[config.mk]
export PLATFORM = sky130hd
export DESIGN_NAME = apb_mem_arbiter
export DESIGN_NICKNAME = d
export VERILOG_FILES = /design/src/rtl/apb_mem_pkg.sv /design/src/rtl/rr_arbiter.sv /design/src/rtl/apb_mem_arbiter.sv
export SDC_FILE = /design/constraint.sdc
export NUM_CORES = 1
export LEC_CHECK = 0
export CAP_MARGIN = 10
export CORE_MARGIN = 2
export CORE_UTILIZATION = 45
export DETAILED_ROUTE_END_ITERATION = 10
export PLACE_DENSITY = 0.94
export SLEW_MARGIN = 40
export SYNTH_ARGS = -nofsm -noshare
export SYNTH_HDL_FRONTEND = slang
export SYNTH_SLANG_ARGS = --single-unit
[constraint.sdc]
create_clock -name clk_i -period 5.9 [get_ports clk_i]
set_clock_uncertainty 0.05 [all_clocks]
set_input_delay 1.18 -clock clk_i [delete_from_list [all_inputs] [get_ports clk_i]]
set_output_delay 1.18 -clock clk_i [all_outputs]
set_load 0.02 [all_outputs]
[src/rtl/apb_mem_pkg.sv]
// Shared types, default geometry and round-robin helper for the APB memory
// arbiter and the memory slave it fronts.
package apb_mem_pkg;

  localparam int unsigned DEF_DEPTH      = 64;
  localparam int unsigned DEF_WIDTH      = 16;
  localparam int unsigned DEF_ADDR_WIDTH = 8;

  typedef enum logic [1:0] {
    IDLE,
    ACCESS,
    WAIT,
    RESP
  } state_e;

  function automatic int unsigned rr_next(input int unsigned ptr, input int unsigned num_req);
    return (ptr + 1) % num_req;
  endfunction

endpackage

[src/rtl/rr_arbiter.sv]
// Combinational round-robin picker: first active request at or above ptr_i,
// wrapping modulo NUM_REQ.
module rr_arbiter #(
  parameter int unsigned NUM_REQ = 4,
  parameter int unsigned PTR_W   = $clog2(NUM_REQ)
) (
  input  logic [NUM_REQ-1:0] req_i,
  input  logic [PTR_W-1:0]   ptr_i,
  output logic [NUM_REQ-1:0] gnt_o,
  output logic [PTR_W-1:0]   gnt_idx_o,
  output logic               any_gnt_o
);

  always_comb begin
    int unsigned idx;
    gnt_o     = '0;
    gnt_idx_o = '0;
    any_gnt_o = 1'b0;
    idx       = 0;
    for (int unsigned off = 0; off < NUM_REQ; off++) begin
      idx = (32'(ptr_i) + off) % NUM_REQ;
      if (!any_gnt_o && req_i[PTR_W'(idx)]) begin
        gnt_o[PTR_W'(idx)] = 1'b1;
        gnt_idx_o          = PTR_W'(idx);
        any_gnt_o          = 1'b1;
      end
    end
  end

endmodule

[src/rtl/apb_mem_arbiter.sv]
// Round-robin front end sharing one single-port APB-style memory slave between
// NUM_REQ requesters, with address range check and ready timeout.
module apb_mem_arbiter
  import apb_mem_pkg::*;
#(
  parameter int unsigned NUM_REQ    = 4,
  parameter int unsigned DEPTH      = DEF_DEPTH,
  parameter int unsigned WIDTH      = DEF_WIDTH,
  parameter int unsigned ADDR_WIDTH = DEF_ADDR_WIDTH,
  parameter int unsigned TIMEOUT    = 16
) (
  input  logic                          clk_i,
  input  logic                          rst_ni,
  input  logic [NUM_REQ-1:0]            req_valid_i,
  input  logic [NUM_REQ-1:0]            req_wr_i,
  input  logic [NUM_REQ*ADDR_WIDTH-1:0] req_addr_i,
  input  logic [NUM_REQ*WIDTH-1:0]      req_wdata_i,
  output logic [NUM_REQ-1:0]            req_ready_o,
  output logic [NUM_REQ-1:0]            rsp_valid_o,
  output logic [WIDTH-1:0]              rsp_rdata_o,
  output logic                          rsp_err_o,
  output logic                          m_valid_o,
  output logic                          m_wr_rd_o,
  output logic [ADDR_WIDTH-1:0]         m_addr_o,
  output logic [WIDTH-1:0]              m_wdata_o,
  input  logic                          m_ready_i,
  input  logic [WIDTH-1:0]              m_rdata_i
);

  localparam int unsigned PW = $clog2(NUM_REQ);
  localparam int unsigned TW = $clog2(TIMEOUT) + 1;

  state_e                  state_q, state_d;
  logic [PW-1:0]           ptr_q, ptr_d;
  logic [PW-1:0]           gnt_q, gnt_d;
  logic [TW-1:0]           tmo_q, tmo_d;
  logic                    m_wr_q, m_wr_d;
  logic [ADDR_WIDTH-1:0]   m_addr_q, m_addr_d;
  logic [WIDTH-1:0]        m_wdata_q, m_wdata_d;
  logic [NUM_REQ-1:0]      rsp_valid_q, rsp_valid_d;
  logic [WIDTH-1:0]        rsp_rdata_q, rsp_rdata_d;
  logic                    rsp_err_q, rsp_err_d;

  logic [NUM_REQ-1:0]      arb_gnt;
  logic [PW-1:0]           arb_idx;
  logic                    arb_any;
  logic                    sel_wr;
  logic [ADDR_WIDTH-1:0]   sel_addr;
  logic [WIDTH-1:0]        sel_wdata;
  logic                    sel_oor;

  rr_arbiter #(
    .NUM_REQ (NUM_REQ),
    .PTR_W   (PW)
  ) u_rr_arbiter (
    .req_i     (req_valid_i),
    .ptr_i     (ptr_q),
    .gnt_o     (arb_gnt),
    .gnt_idx_o (arb_idx),
    .any_gnt_o (arb_any)
  );

  assign sel_wr    = req_wr_i[arb_idx];
  assign sel_addr  = req_addr_i[arb_idx*ADDR_WIDTH +: ADDR_WIDTH];
  assign sel_wdata = req_wdata_i[arb_idx*WIDTH +: WIDTH];
  assign sel_oor   = (32'(sel_addr) >= DEPTH);

  // Response registers are loaded on the transition into RESP, so the pulse
  // is registered yet still lands in the RESP cycle itself.
  always_comb begin
    state_d     = state_q;
    ptr_d       = ptr_q;
    gnt_d       = gnt_q;
    tmo_d       = tmo_q;
    m_wr_d      = m_wr_q;
    m_addr_d    = m_addr_q;
    m_wdata_d   = m_wdata_q;
    rsp_valid_d = '0;
    rsp_rdata_d = rsp_rdata_q;
    rsp_err_d   = rsp_err_q;

    case (state_q)
      IDLE: begin
        if (arb_any) begin
          gnt_d = arb_idx;
          if (sel_oor) begin
            rsp_valid_d[arb_idx] = 1'b1;
            rsp_err_d            = 1'b1;
            rsp_rdata_d          = '0;
            state_d              = RESP;
          end else begin
            m_wr_d    = sel_wr;
            m_addr_d  = sel_addr;
            m_wdata_d = sel_wdata;
            state_d   = ACCESS;
          end
        end
      end
      ACCESS: begin
        tmo_d   = '0;
        state_d = WAIT;
      end
      WAIT: begin
        if (m_ready_i) begin
          rsp_valid_d[gnt_q] = 1'b1;
          rsp_err_d          = 1'b0;
          rsp_rdata_d        = m_wr_q ? '0 : m_rdata_i;
          state_d            = RESP;
        end else if (tmo_q == TW'(TIMEOUT - 1)) begin
          rsp_valid_d[gnt_q] = 1'b1;
          rsp_err_d          = 1'b1;
          rsp_rdata_d        = '0;
          state_d            = RESP;
        end else if (tmo_q != '1) begin
          tmo_d = tmo_q + 1'b1;
        end
      end
      RESP: begin
        ptr_d   = PW'(rr_next(32'(gnt_q), NUM_REQ));
        state_d = IDLE;
      end
      default: state_d = IDLE;
    endcase
  end

  always_ff @(posedge clk_i or negedge rst_ni) begin
    if (!rst_ni) begin
      state_q     <= IDLE;
      ptr_q       <= '0;
      gnt_q       <= '0;
      tmo_q       <= '0;
      m_wr_q      <= 1'b0;
      m_addr_q    <= '0;
      m_wdata_q   <= '0;
      rsp_valid_q <= '0;
      rsp_rdata_q <= '0;
      rsp_err_q   <= 1'b0;
    end else begin
      state_q     <= state_d;
      ptr_q       <= ptr_d;
      gnt_q       <= gnt_d;
      tmo_q       <= tmo_d;
      m_wr_q      <= m_wr_d;
      m_addr_q    <= m_addr_d;
      m_wdata_q   <= m_wdata_d;
      rsp_valid_q <= rsp_valid_d;
      rsp_rdata_q <= rsp_rdata_d;
      rsp_err_q   <= rsp_err_d;
    end
  end

  assign req_ready_o = (rst_ni && state_q == IDLE) ? arb_gnt : '0;
  assign m_valid_o   = (state_q == ACCESS);
  assign m_wr_rd_o   = m_wr_q;
  assign m_addr_o    = m_addr_q;
  assign m_wdata_o   = m_wdata_q;
  assign rsp_valid_o = rsp_valid_q;
  assign rsp_rdata_o = rsp_rdata_q;
  assign rsp_err_o   = rsp_err_q;

endmodule

## Yosys cells after proc, flatten, opt, wreduce, memory -nomap -nowiden

Cells that the tools add are included.
W data, S select, Z words.

- Bits in registers: 57
- Bits in latches: 0
- Bits in writable memories: 0
- Bits in read-only memories: 0
- Bits of input ports: 123
- Output and inout bits: 51
- Memories kept: 0

- $add $sub $neg: 5
- $mul: 0
- Div/mod/pow operators: 0
- Order comparisons: 13
- Eq/ne operators: 11
- Shifts and indexed selects: 2
- Muxes and demuxes: 60
- Bitwise logic cells: 4
- Reduce and logical (&&, ||, !) cells: 21

Operators by type and width:

| kind | number |
|---|---|
| $mux W16 | 5 |
| $shiftx A64 B7 Y16 | 1 |
| $mux W4 | 9 |
| $pmux W16 S2 | 1 |
| $shiftx A32 B6 Y8 | 1 |
| $mux W1 | 19 |
| $lt A2 B3 Y1 const B | 6 |
| $mux W2 | 8 |
| $mux W5 | 3 |
| $demux W1 S2 | 6 |
| $ge A2 B1 Y1 const B | 6 |
| $or A4 B4 Y4 | 3 |
| $bmux W1 S2 | 5 |
| $logic_and A1 B1 Y1 | 10 |
| $ne A2 B2 Y1 const B | 5 |
| $pmux W5 S2 | 1 |
| $ge A8 B7 Y1 const B | 1 |
| $pmux W2 S4 | 1 |
| $pmux W4 S2 | 1 |
| $reduce_and A4 Y1 | 2 |
| $add A5 B1 Y5 const B | 1 |
| $eq A5 B4 Y1 const B | 1 |
| $ne A5 B5 Y1 const B | 1 |
| $add A2 B1 Y2 const B | 2 |
| other kinds (11) | 17 |

## Logic depth before layout (Yosys ltp)

- Word-level depth: 19
- Gate-level depth with buffers: 14
- Mapped depth without buffers: 9

## Cells and area by module

From an unflattened synthesis, not the netlist that was laid out.

- Cell total of the unflattened synthesis: 263
- Area total of the unflattened synthesis: 3444.6 um^2

Modules (own cells, without submodules):

| module | times used | cells each | area an instance (um^2) | seq. area each (um^2) |
|---|---|---|---|---|
| apb_mem_arbiter | 1 | 218 | 3025.4 | 1426.4 |
| rr_arbiter | 1 | 45 | 419.2 | 0.0 |

## Least setup slack after synthesis

Ideal clock, no wire load.

- Path kind: input to output
- Start: input req_valid_i[3]
- End: output req_ready_o[0]
- Data arrival time: 2.606 ns
- Setup slack: 2.064 ns
- Cell stages on the path: 5
- Buffers on the path: 1
- Path through: mux4_2 > clkbuf_1 > nor3_1 > a221oi_1 > nor2_1

- Word-level cells in the longest chain between the ends: 13

Ends and longest elaborated chain:

| item | RTL line | RTL |
|---|---|---|
| start, declared | apb_mem_arbiter.sv:14 | `input logic [NUM_REQ-1:0] req_valid_i,` |
| $bmux W1 S2 | rr_arbiter.sv:22 | `if (!any_gnt_o && req_i[PTR_W'(idx)]) begin` |
| $mux W1 (implied by the code) | rr_arbiter.sv:22 |  |
| $mux W1 | rr_arbiter.sv:22 |  |
| $logic_not A1 Y1 | rr_arbiter.sv:22 |  |
| $logic_and A1 B1 Y1 | rr_arbiter.sv:22 |  |
| $mux W1 | rr_arbiter.sv:22 |  |
| $logic_not A1 Y1 | rr_arbiter.sv:22 |  |
| $logic_and A1 B1 Y1 | rr_arbiter.sv:22 |  |
| $mux W1 | rr_arbiter.sv:22 |  |
| $logic_not A1 Y1 | rr_arbiter.sv:22 |  |
| $logic_and A1 B1 Y1 | rr_arbiter.sv:22 |  |
| $mux W4 (*) | rr_arbiter.sv:22 |  |
| $mux W4 (*) | apb_mem_arbiter.sv:152 | `assign req_ready_o = (rst_ni && state_q == IDLE) ? arb_gnt : '0;` |
| end, declared | apb_mem_arbiter.sv:18 | `output logic [NUM_REQ-1:0] req_ready_o,` |

Mark *: on every way between the ends. The rest lies on a longest branch, timed or not. The select of a mux whose other input is x is not followed.

## Worst setup path after layout

- Start: register ptr_q[0]
- End: output req_ready_o[1]

- Word-level cells in the longest chain between the ends: 13

Ends and longest elaborated chain:

| item | RTL line | RTL |
|---|---|---|
| start, declared | apb_mem_arbiter.sv:34 | `logic [PW-1:0] ptr_q, ptr_d;` |
| start signal, assigned | apb_mem_arbiter.sv:140 | `ptr_q <= ptr_d;` |
| branches (longest 11 deep; another with $lt A2 B3 Y1) | n/a |  |
| $mux W4 (*) | rr_arbiter.sv:22 |  |
| $mux W4 (*) | apb_mem_arbiter.sv:152 |  |

Mark *: on every way between the ends. The select of a mux whose other input is x is not followed.

==> results.yml <==
setup_path:
  r2r_start: "ptr_q[0]$_DFFE_PN0N_"
  r2r_slack_ps: 1640
  cp-startpoint: "ptr_q[0]$_DFFE_PN0N_"
  r2r-end: "rsp_rdata_o[6]$_DFFE_PN0P_"
  crit_top_cell: "nor2_1"
  cp_data_required_time_ps: 4670
  cp_max_fo: 21
  endpoint: "req_ready_o[1]"
  end_kind: "primary output"
  cp-start-kind: "flip-flop"
  crit_type: "flip-flop to primary output"
  critical_path.max_stage_delay_ps: 790
  arrival_ps: 3710
  reg2reg_depth: 9
  cp_num_buf_inv: 2
  cp.depth: 9
  critical_path.top_delay_family: "buffers and inverters"
  critPathSlowestCell: "dfrtp_1"
  crit_chain: "inv_1 -> ha_1 -> mux4_2 -> nor2b_2 -> a22oi_1 -> nor2_1 -> a221oi_1 -> nor2_1 -> clkdlybuf4s50_1"
final_layout:
  areaGrowthSynthToFinish_pct: 56.4
  finalNonFillerCells: 599
  multi_input_area_mm2: 0.00206
  fillers: 520
  drive_gt1_frac: 0.107
  regArea_mm2: 0.00143
  postLayoutCellArea_mm2: 0.00564
  num_antenna_cells: 0
  fin_nets: 633
power:
  power.leakage_nw: 2.55
  p_int_mw: 1.71
  p_sw_frac: 0.420
  p_seq_frac: 0.231
  clkPwrFrac: 0.136
  powerDensity_mw_per_mm2: 523
  combPwrFrac: 0.632
  p_switching_mw: 1.24
  ir_drop_v: 0.000285
  total_power_mw: 2.95
timing:
  period_share: 0.837
  slew_headroom: 0.463
  maxSlewViolCount: 0
  worstMarginPinSlew_ps: 805
  max_freq_mhz: 202
  layout_min_cycle_time_ps: 4940
  hold_violations: 0
  tns_ps: 0
  grt_setup_unrepaired: "false"
  setup_viol: 0
  hold-worst-slack_ps: 440
synth:
  synth_simple_gate_area_frac: 0.0860
  synth_area_per_cell_um2: 11.3
  yosysWarningCount: 0
  synth_top_area_frac: 0.395
  syn_area_mm2: 0.00361
  synth_nets: 461
  synth_cells: 320
  ys_ff_latch: 57
  synth_compound_area_frac: 0.116
  yosysSeqAreaShare: 0.395
  yosys.area_share.adder: 0.0624
  synth_xor_area_frac: 0.00486
  synth.area.top_cells: "dfrtp_1, mux2i_1, ha_1"
  yosysTopAreaCell: "dfrtp_1"
  synth_top_family_by_area: "multiplexers"
  synth_cell_types: 45
  synth.area.mux_share: 0.294
clock_network:
  path_clk_slew_ps: 70
  cts_tree: "yes"
  cts.sinks: 57
  clk_latency_ps: 340
  tritoncts.num_buffers: 9
  clk_path_buf_depth: 2
  htreeDepth: 3
  cts.repair.resized: 0
  hold_buffers: 0
  post_cts_buffers: 0
  cts_root_buf: "clkbuf_8"
floorplan:
  fp-row-count: 32
  die_w_um: 93.5
  io_pins: 174
  core_mm2: 0.00773
  initial_utilization: 0.467
  die_height_um: 93.5
  dieArea_mm2: 0.00875
global_routing:
  overflow: 0
  grt_pass1_wl_mm: 16.6
  grt_max_degree: 58
  grt_antenna_before_repair: 0
  track_usage: 0.249
  grt_pass1_vias: 3504
min_path:
  hp-start: "m_addr_o[5]$_DFFE_PN0P_"
  holdCritPathClass: "flip-flop to flip-flop"
routing:
  drt-initial-drc-count: 80
  drtAntennaViolNets: 0
  avgRoutedWirePerCell_um: 17.8
  post-route-drc-count: 0
  first_pass_iters: 4
  drt-total-wl_mm: 10.6
  vias_per_cell: 5.40
  via_count: 3233
status:
  outcome: "finished, final reports clean"
placed_design:
  dpl.hpwl_mm: 8.31
  place_inst: 583
  globalplace.congestion: 0.888
  portBuffers: 173
  place_area_mm2: 0.00542
job:
  drv_cap: 0
[layout by cell type, fill, tap and decap left out, types with 7 or more instances in the layout]
cell / netlist / layout
nand2_1: 16 / 16
clkdlybuf4s50_1: 0 / 172
mux2_2: 18 / 18
mux2i_1: 70 / 70
ha_1: 18 / 18
dfrtp_1: 57 / 57
nor2_1: 19 / 19
clkbuf_8: 0 / 9
o21ai_0: 9 / 9
buf_4: 0 / 7
a22o_1: 16 / 16
inv_1: 8 / 8
[cell type report]
type / instances / area share
clock inverter: 7 / 0.0166
multi-input combinational: 236 / 0.365
inverter: 8 / 0.00532
timing repair buffer: 180 / 0.315
tap: 102 / 0.0226
clock buffer: 9 / 0.0220
sequential: 57 / 0.253
[power by group through the flow]
stage	Combinational, mW	Sequential (mW)	Clock, mW
floorplan	1.12	0.812	0
global placement	1.80	0.670	0
detailed placement	1.87	0.683	0
CTS	1.87	0.681	0.411
global route	2.00	0.703	0.433
finish	1.87	0.683	0.402
[stage by stage]
stage | util | setup slack [ps]
final | 0.730 | 961
after global routing | 0.730 | 712
after CTS | 0.729 | 978
after detailed placement | 0.701 | 1020
after global placement | 0.701 | 1120
after floorplan | - | 2060
[cells by family (layout without fill, tap and decap cells)]
| logic type | Yosys count | after routing |
|---|---|---|
| AOI/OAI and AO/OA | 54 | 54 |
| buffers and inverters | 27 | 204 |
| adders and majority gates | 18 | 18 |
| DFF | 57 | 57 |
| xor gates and xnor gates | 2 | 2 |
| muxes | 98 | 98 |
| and+or+nand+nor | 64 | 64 |
[layer usage]
metal,vias to the layer above,part of all wire,GRT usage
met5,-,0,0
li1,1527,-,-
met2,128,0.56,0.476
met4,0,0.030,0.109
met1,1548,0.35,0.251
met3,30,0.062,0.0677
[registers in the layout, indices dropped and copies added, names as in the netlist]
| signal | cells |
|---|---|
| rsp_rdata_o | 16 |
| ptr_q | 2 |
| m_wdata_o | 16 |
| rsp_err_o | 1 |
| m_wr_rd_o | 1 |
| rsp_valid_o | 4 |
| gnt_q | 2 |
| tmo_q | 5 |
| m_addr_o | 8 |
| state_q | 2 |
[worst min-delay path by stage]
stage,to,slack [ps],cells after the start
6_report,m_addr_o[5]$_DFFE_PN0P_,440,1
3_3_place_gp,m_addr_o[5]$_DFFE_PN0P_,420,1
5_1_grt,rsp_rdata_o[3]$_DFFE_PN0P_,470,1
3_5_place_dp,m_addr_o[5]$_DFFE_PN0P_,430,1
4_1_cts,m_addr_o[5]$_DFFE_PN0P_,440,1
2_1_floorplan,tmo_q[0]$_DFFE_PN0P_,440,1
[synth_stat cells]
master / count
o21ai_0: 9
nand3_1: 5
and3_1: 3
o2bb2ai_1: 1
or3b_2: 1
buf_2: 7
nor2_1: 19
nand2_1: 16
a22o_1: 16
a311o_1: 1
a22oi_1: 4
o31ai_1: 2
a221oi_1: 5
nand4_1: 1
buf_6: 5
a21oi_1: 3
nand4b_1: 1
a31oi_1: 1
a211o_1: 1
or2_2: 2
xor2_1: 2
mux2i_1: 70
mux2_1: 6
o31a_1: 1
o311a_1: 1
a2bb2oi_1: 1
nand2b_1: 3
ha_1: 18
or4_1: 1
a31oi_2: 1
mux4_2: 4
nor2b_1: 6
a21boi_0: 1
inv_1: 8
o311ai_1: 1
mux2_2: 18
dfrtp_1: 57
a21o_1: 1
a221o_1: 1
o21a_1: 1
o211ai_1: 2
nor2b_2: 1
nor4_1: 1
clkbuf_1: 7
nor3_1: 4
Note: power is estimated with default switching activity, not from simulation.
==> RTL change (same flow settings) <==
Put one more register stage on the output `rsp_err_o`. The value now appears one clock later. The other outputs are not delayed to match.
--- a/src/rtl/apb_mem_arbiter.sv
+++ b/src/rtl/apb_mem_arbiter.sv
@@ -156,7 +156,9 @@
   assign m_wdata_o   = m_wdata_q;
   assign rsp_valid_o = rsp_valid_q;
   assign rsp_rdata_o = rsp_rdata_q;
-  assign rsp_err_o   = rsp_err_q;
+  always_ff @(posedge clk_i) begin
+    rsp_err_o <= rsp_err_q;
+  end
 
 endmodule
 
Behaviour: not the same (Yosys sat finds a counterexample within 4 cycles, from zero or initial values and one cycle with rst_ni low).
==> RTL change against the original RTL <==
  * Synthesized area increased by 16%
  * Largest power group unchanged
  * Largest cell class unchanged
  * Routed wire length increased by 12%
  * Sequential cell count increased by 1
  * Critical path depth decreased by 2
  * Total power increased by 13%
  * Setup slack got worse by 0.24 ns
  * Clock power decreased by 11%
  * Design area increased by 8.7%
==> RTL change: results (changes against the original RTL) <==
clock share of power: 10.7% (-2.9 points)
DR vias: 3908 (+21%)
Clock Sinks: 58 (+1.8%)
syn_nets: 556 (+21%)
Inverters: 26 (+18)
Final HPWL DP: 8870 um (+6.8%)
fin nets: 721 (+14%)
Logic pwr share: 67.4% (+4.2 points)
maximum VDD drop: 0.000344 V (+21%)
post-route cell area: 6130 um^2 (+8.7%)
fraction of area in non-clock buffers: 28.9% (-2.7 points)
Sw Share: 44.4% (+2.4 points)
leakage: 2.67 nW (+4.7%)
outcome: finished clean
ClkCell Share: 3.02% (-0.84 points)
gp weighted congestion: 0.852 (-4.0%)
worst slack, placed: 0.775 ns (-0.246 ns)
Commonest cells post-synth: 73 x mux2i_1, 57 x dfrtp_1, 44 x nand2_1
FFs w/ async S/R, synth: 98.3% (-1.7 points)
DRT Wirelength: 11900 um (+12%)
PD cells: 546 nW/um^2 (+4.3%)
layout cells sized above 1: 10.1% (-0.58 points)
count of multi-input gates: 308 (+31%)
number of global-route vias before repair: 4098 (+17%)
Buffers excl. clock: 177 (-1.7%)
Tapcells: 111 (+8.8%)
CLK BUF: 10 (+1)
multi-input combinational area share: 40.7% (+4.2 points)
placed insts: 679 (+16%)
Iter 0 DRT Violations: 106 (+33%)
ranking of synthesized cells by area: dfrtp_1 34%, mux2i_1 17%, mux2_4 6.5%
Synth cell types: 54 (+20%)
Total GRT Usage: 23.7% (-1.3 points)
==> RTL change: cell types whose count changed after synthesis, sizes merged, moves of 3 or more <==
cell    before  now
inv          8   26
o21ai        9    6
a21oi        3    9
clkbuf       7   10
a22o        16    2
o22ai        0   16
nand2       16   44
mux2i       70   73
nor3         4    1
o221ai       0   16
mux2        24   27
nand2b       3   20
nor2        19   27
==> RTL change: kinds of logic (layout without fill, tap and decap cells) <==
kind of cell    Yosys count  after routing  share of synthesized area, %
simple gates            113            113                          13.1
flops                    58             58                          34.6
buf+inv                  49            219                          5.84
xor+xnor                  3              3                         0.629
mux                     102            102                          27.5
fa+ha+maj                18             18                          5.39
compound gates           72             72                          13.0
==> RTL change: metal layers <==
layer	wire, um	GRT usage (%)
met4	321	10.7
met3	816	5.22
met5	0	0
met2	6130	41.8
met1	4670	27.3
==> RTL change: critical path, cell delays in order <==
cell	delay, ns
clkdlybuf4s50_1	0.50
mux2_1	0.36
mux2_2	0.38
nor4_1	0.57
a221oi_1	0.20
nor2_1	0.15
clkdlybuf4s50_1	0.61
==> RTL change: final timing paths <==
kind / endpoint / slack, ns / cells past startpoint / start
max in group asynchronous: m_wdata_o[8]$_DFFE_PN0P_ / 4.53 / 3 / rst_ni
min: rsp_err_o$_DFF_P_ / 0.33 / 0 / rsp_err_q$_DFFE_PN0P_
max reg2reg: m_wdata_o[8]$_DFFE_PN0P_ / 1.36 / 10 / ptr_q[0]$_DFFE_PN0N_
min in group asynchronous: rsp_rdata_o[7]$_DFFE_PN0P_ / 0.78 / 2 / rst_ni
min reg2reg: rsp_err_o$_DFF_P_ / 0.33 / 0 / rsp_err_q$_DFFE_PN0P_
max: req_ready_o[1] / 0.72 / 7 / req_valid_i[2]
